--- src/rtl/player_sprite_fetch.sv ---
// -----------------------------------------------------------------------------
// player_sprite_fetch
//
// Front end of the per-pixel compositor for the player sprite. For every scan
// position it decides whether the pixel lies inside the player's bounding box,
// builds the sprite ROM address and returns a registered palette index. The
// player animation state machine lives here too, so that the ROM frame offset
// and the mirroring bit change only on video frame boundaries.
//
// Pipeline (DrawX/DrawY presented in cycle N):
//   stage 1 (end of N)   : box test, romAddr registered        -> visible N+1
//   stage 2 (end of N+1) : inside flag delayed while ROM reads  -> visible N+2
//   stage 3 (end of N+2) : playerOn / playerPixel registered    -> visible N+3
//
// Ports:
//   Clk          system clock
//   Reset        asynchronous, active-high
//   DrawX/DrawY  current scan column / row (10 bits)
//   PlayerX/Y    sprite top-left corner (10 bits)
//   frameStart   one-cycle pulse per video frame
//   moving       player run request
//   facingLeft   1 = horizontally mirrored sprite (latched on frameStart)
//   romData      sprite ROM read data, valid one cycle after romAddr
//   romAddr      sprite ROM address
//   playerOn     pixel lies inside the sprite box (3-cycle latency)
//   playerPixel  ROM colour index, or TRANSPARENT outside the box
//   animFrame    current animation frame (0 = idle pose, 1..NUM_RUN = run)
// -----------------------------------------------------------------------------
module player_sprite_fetch #(
  parameter int         SPR_W       = 32,
  parameter int         SPR_H       = 32,
  parameter int         NUM_RUN     = 6,
  parameter int         FRAME_HOLD  = 4,
  parameter int         ADDR_W      = 13,
  parameter logic [4:0] TRANSPARENT = 5'h15
) (
  input  logic              Clk,
  input  logic              Reset,
  input  logic [9:0]        DrawX,
  input  logic [9:0]        DrawY,
  input  logic [9:0]        PlayerX,
  input  logic [9:0]        PlayerY,
  input  logic              frameStart,
  input  logic              moving,
  input  logic              facingLeft,
  input  logic [4:0]        romData,
  output logic [ADDR_W-1:0] romAddr,
  output logic              playerOn,
  output logic [4:0]        playerPixel,
  output logic [2:0]        animFrame
);

  localparam int COL_W  = (SPR_W > 1) ? $clog2(SPR_W) : 1;
  localparam int HOLD_W = (FRAME_HOLD > 1) ? $clog2(FRAME_HOLD) : 1;

  typedef enum logic {
    IDLE = 1'b0,
    RUN  = 1'b1
  } state_t;

  // ---------------------------------------------------------------------------
  // Animation state
  // ---------------------------------------------------------------------------
  state_t            state_q;
  logic [2:0]        anim_q;
  logic [HOLD_W-1:0] hold_q;
  logic              facing_q;

  // ---------------------------------------------------------------------------
  // Pipeline registers
  // ---------------------------------------------------------------------------
  logic              vld_p1_q;
  logic [ADDR_W-1:0] addr_p1_q;
  logic              vld_p2_q;
  logic              on_p3_q;
  logic [4:0]        pix_p3_q;

  // Stage-1 combinational signals
  logic [10:0]       draw_x_ext;
  logic [10:0]       draw_y_ext;
  logic [10:0]       box_x_lo;
  logic [10:0]       box_y_lo;
  logic [10:0]       box_x_hi;
  logic [10:0]       box_y_hi;
  logic              inside_d;
  logic [COL_W-1:0]  col_fwd;
  logic [COL_W-1:0]  col_sel;
  logic [ADDR_W-1:0] row_off;
  logic [ADDR_W-1:0] addr_d;

  // Linear ROM layout: frames stacked back to back, rows of SPR_W pixels.
  function automatic logic [ADDR_W-1:0] sprite_addr(
    input logic [2:0]        frame,
    input logic [ADDR_W-1:0] row,
    input logic [COL_W-1:0]  col
  );
    sprite_addr = ADDR_W'(frame) * ADDR_W'(SPR_W * SPR_H)
                + row * ADDR_W'(SPR_W)
                + ADDR_W'(col);
  endfunction

  // ---------------------------------------------------------------------------
  // Animation FSM: advances only on frameStart so the sprite never changes in
  // the middle of a displayed frame. holdCnt paces each run frame.
  // ---------------------------------------------------------------------------
  always_ff @(posedge Clk or posedge Reset) begin
    if (Reset) begin
      state_q  <= IDLE;
      anim_q   <= 3'd0;
      hold_q   <= '0;
      facing_q <= 1'b0;
    end else if (frameStart) begin
      facing_q <= facingLeft;
      case (state_q)
        IDLE: begin
          hold_q <= '0;
          if (moving) begin
            state_q <= RUN;
            anim_q  <= 3'd1;
          end else begin
            anim_q  <= 3'd0;
          end
        end
        RUN: begin
          if (!moving) begin
            // Stop immediately; the run cycle is not played to completion.
            state_q <= IDLE;
            anim_q  <= 3'd0;
            hold_q  <= '0;
          end else if (hold_q == HOLD_W'(FRAME_HOLD - 1)) begin
            hold_q <= '0;
            // Run frames cycle 1..NUM_RUN; frame 0 is reserved for idle.
            if (anim_q == 3'(NUM_RUN)) begin
              anim_q <= 3'd1;
            end else begin
              anim_q <= anim_q + 3'd1;
            end
          end else begin
            hold_q <= hold_q + HOLD_W'(1);
          end
        end
        default: begin
          state_q <= IDLE;
          anim_q  <= 3'd0;
          hold_q  <= '0;
        end
      endcase
    end
  end

  // Box limits are formed at 11 bits so a sprite near column/row 1023 cannot
  // wrap its right/bottom edge back into column/row 0.
  assign draw_x_ext = {1'b0, DrawX};
  assign draw_y_ext = {1'b0, DrawY};
  assign box_x_lo   = {1'b0, PlayerX};
  assign box_y_lo   = {1'b0, PlayerY};
  assign box_x_hi   = box_x_lo + 11'(SPR_W);
  assign box_y_hi   = box_y_lo + 11'(SPR_H);

  assign inside_d = (draw_x_ext >= box_x_lo) && (draw_x_ext < box_x_hi) &&
                    (draw_y_ext >= box_y_lo) && (draw_y_ext < box_y_hi);

  // Only the low COL_W bits of the column offset matter inside the box.
  assign col_fwd = COL_W'(DrawX - PlayerX);
  assign col_sel = facing_q ? (COL_W'(SPR_W - 1) - col_fwd) : col_fwd;
  assign row_off = ADDR_W'(DrawY - PlayerY);

  // Hold the last address outside the box to avoid needless ROM activity.
  assign addr_d = inside_d ? sprite_addr(anim_q, row_off, col_sel) : addr_p1_q;

  // ---------------------------------------------------------------------------
  // Stage 1: box test and ROM address
  // ---------------------------------------------------------------------------
  always_ff @(posedge Clk or posedge Reset) begin
    if (Reset) begin
      vld_p1_q  <= 1'b0;
      addr_p1_q <= '0;
    end else begin
      vld_p1_q  <= inside_d;
      addr_p1_q <= addr_d;
    end
  end

  // ---------------------------------------------------------------------------
  // Stage 2: inside flag waits for the synchronous ROM read
  // ---------------------------------------------------------------------------
  always_ff @(posedge Clk or posedge Reset) begin
    if (Reset) begin
      vld_p2_q <= 1'b0;
    end else begin
      vld_p2_q <= vld_p1_q;
    end
  end

  // ---------------------------------------------------------------------------
  // Stage 3: output register, flag and colour aligned
  // ---------------------------------------------------------------------------
  always_ff @(posedge Clk or posedge Reset) begin
    if (Reset) begin
      on_p3_q  <= 1'b0;
      pix_p3_q <= TRANSPARENT;
    end else begin
      on_p3_q  <= vld_p2_q;
      pix_p3_q <= vld_p2_q ? romData : TRANSPARENT;
    end
  end

  assign romAddr     = addr_p1_q;
  assign playerOn    = on_p3_q;
  assign playerPixel = pix_p3_q;
  assign animFrame   = anim_q;

endmodule
--- config.mk ---
export PLATFORM = sky130hd
export DESIGN_NAME = player_sprite_fetch
export DESIGN_NICKNAME = d
export VERILOG_FILES = /design/src/rtl/player_sprite_fetch.sv
export SDC_FILE = /design/constraint.sdc
export NUM_CORES = 1
export LEC_CHECK = 0
export CAP_MARGIN = 10
export CORE_MARGIN = 2
export CORE_UTILIZATION = 43
export DETAILED_ROUTE_END_ITERATION = 10
export HOLD_SLACK_MARGIN = 0.06
export MAX_ROUTING_LAYER = met4
export PLACE_DENSITY = 0.75
export SKIP_CTS_REPAIR_TIMING = 1
export SLEW_MARGIN = 30
export SYNTH_ARGS = -nofsm -noshare
export SYNTH_HDL_FRONTEND = slang
export SYNTH_SLANG_ARGS = --single-unit
--- constraint.sdc ---
create_clock -name Clk -period 1.84 [get_ports Clk]
set_input_delay 0.184 -clock Clk [delete_from_list [all_inputs] [get_ports Clk]]
set_output_delay 0.184 -clock Clk [all_outputs]
set_load 0.005 [all_outputs]
==> metrics.txt <==
outcome=finished, violations left; violated checks=negative setup slack; max-slew violations=0; min-delay src=PlayerY[0]; most frequent cells in the layout=clkdlybuf4s50_1 (46), buf_4 (42), inv_1 (25), dfrtp_1 (25), ha_1 (20); Comb pwr share=0.486; Die Ht=76.97 um; WP buf/inv=3; register area share after synthesis=0.3077; Synth Warn #=0; routed wire length=6373 um; largest net degree at the start of global routing=29; RSZ-0062 raised after global routing=yes; commonest non-fill, non-tap cell in the layout=clkdlybuf4s50_1; Max-slew headroom=0.7583; area of the mapped netlist=2290 sq um; Skew-Pair Late Insertion Delay=0.28 ns; Net Switching=0.8038 mW; fmax=384.4 MHz; Most used DFF post-synth=dfrtp_1; DR pass1 iterations=4; Mapped Cells=232; Worst R2R Start=animFrame[0]; internal cell power=1.903 mW; Most Crowded Layer GR=met2; leakage power total=1.906 nW; Vias=2,144; Hold Crit Class=in -> reg; PortBufs=71; H-tree levels=1; critical path required time=2.02 ns; Diodes inserted=0; initial antenna violation count=0; post-synth cell types=44; Num CTS Buffers=3; I/O pin cnt=72; delay-heaviest family, CP=adder cells; worst r2r dst=romAddr[12]; Final min period=2.602 ns; routability cong.=0.8552; total gr overflow=0; met3 track demand over resource=0.03765; crit-path max FO=2; TNS Setup=-4.545 ns; Startpoint Class=input port; Syn Area/Cell=9.869 sq um; final worst setup slack=-0.7617 ns; final setup fails=14; Worst Path Class, Setup=in -> reg; CP arrival=2.78 ns; FFs w/ async S/R, synth=1.000; first-iteration detailed-routing DRC count=64; CTS sink cnt=28; critical path endpoint=romAddr[12]; Initial Util=0.4483; R2R depth=6; Die Area=5924 sq um; post-route antenna net violation count=0; final hold slack=0.2297 ns; Worst IR Drop VDD=0.0004210 V; Nets=439; Post-DP HPWL=4464 um; vias per cell=5.093; # DRC=0; crit end category=flip-flop; global-route wire length before repair=9018 um; met2 Use GR=0.3333; Critical Path, Cell by Cell=buf_8, inv_12, ha_4, inv_2, fa_2, a21o_1, a21oi_2, o21ai_1, a21oi_2, xnor2_2, fa_2, xor2_2, xnor2_2, xnor2_1, mux2_4; flops & latches, synth=28; area grow syn2layout=69.13%; number of flops mapped to enable cells by yosys=0; vias in the first global route=2,090; max-capacitance violation count=0; pwr dens=698.9 nW/um^2; Avg WL per Cell=15.14 um; Clk pwr share=0.185; CTS tree=done; Slew @ Worst Pin=0.3625 ns; Seq pwr share=0.328; worst slack at placement=-1.358 ns; Mapped Nets=319; Tot GR Track Use=0.1910; Core Region=5107 sq um; Util after Layout=0.7582; FF-to-FF setup slack=0 ns; Worst Setup SP=DrawY[0]; Worst-path clk slew=0.10 ns; Stages on worst setup path=15; CTS Buffer Depth=2; Largest stage delay, worst path=0.39 ns; CP max-delay cell=fa_2; layout cells sized above 1=0.3618; Die Wd=76.97 um; final hold violations=0; Setup Skew=0.004034 ns; M1 GR Usage=0.2309; fin crit share=1.414; Root Buffer=clkbuf_8; Switching Share=0.2970; Row Count=26
==> final cells by class <==
cell class	count	area, sq um
inverters	33	143.9
repair buffers	118	1134
clock buffers	3	41.29
multi-input cells	168	1732
fillers	353	1235
flip-flops and latches	28	704.4
well taps	70	87.58
clock inverters	1	30.03
==> layer usage <==
metal,part of all wire,vias up
met2,0.51,78
li1,-,1042
met5,0,-
met1,0.42,1013
met4,0.014,0
met3,0.057,11
==> synth_stat cells (3+ instances only) <==
library cell / count / area (sq um)
nand3b_1: 3 / 22.52
a21oi_1: 20 / 100.1
fa_1: 3 / 60.06
and2_1: 3 / 18.77
nand3_1: 4 / 20.02
xor2_1: 4 / 35.03
nand2b_1: 6 / 37.54
nor3_1: 3 / 15.01
mux2_2: 7 / 78.83
ha_1: 34 / 425.4
mux2_4: 8 / 120.1
nor2_1: 7 / 26.28
nand2_1: 11 / 41.29
inv_1: 33 / 123.9
o21ai_0: 9 / 45.04
dfstp_2: 3 / 78.83
xnor2_1: 17 / 148.9
dfrtp_1: 25 / 625.6
==> worst register-to-register path, cell delays in order, from the launching register on <==
cell	delay [ns]
dfrtp_1	0.40
ha_2	0.19
fa_2	0.36
xor2_2	0.20
xnor2_2	0.16
xnor2_1	0.14
mux2_4	0.28
==> how the worst min path moves through the flow <==
| stage | depth (start not counted) | end | slack (ns) |
|---|---|---|---|
| floorplan | 1 | animFrame[0] | 0.25 |
| CTS | 3 | animFrame[0] | 0.30 |
| global placement | 0 | vld_p2_q | 0.34 |
| detailed placement | 0 | vld_p2_q | 0.34 |
| global route | 3 | romAddr[5] | 0.23 |
| finish | 3 | romAddr[5] | 0.23 |
==> state kept, by name, indices dropped and copies added (netlist names) <==
register / cells
vld_p2_q: 1
animFrame: 3
state_q: 1
romAddr: 13
playerPixel: 5
playerOn: 1
facing_q: 1
hold_q: 2
vld_p1_q: 1
==> logic make-up (layout without fill, tap and decap cells) <==
kind of cell / count (synthesis) / count (layout) / synth area share
simple gates: 48 / 48 / 0.1213
fa+ha+maj: 37 / 37 / 0.2120
buf+inv: 36 / 155 / 0.06230
xor+xnor: 21 / 21 / 0.08033
compound gates: 46 / 46 / 0.1251
mux: 16 / 16 / 0.09126
flops: 28 / 28 / 0.3077
==> through the flow <==
step                area (sq um)  std cells  total power, mW
CTS                         3570        418            2.580
global placement            3498        414            2.044
floorplan                   2376        232            1.428
detailed placement          3498        414            2.077
finish                      3872        421            2.706
global route                3872        421            2.857
==> power groups by stage <==
| stage | registers (mW) | logic [mW] | clock network (mW) |
|---|---|---|---|
| global placement | 0.888 | 1.16 | 0 |
| finish | 0.889 | 1.32 | 0.501 |
| floorplan | 0.883 | 0.545 | 0 |
| detailed placement | 0.892 | 1.19 | 0 |
| global route | 0.905 | 1.42 | 0.529 |
| CTS | 0.884 | 1.20 | 0.500 |
Note: power is estimated with default switching activity, not from simulation.
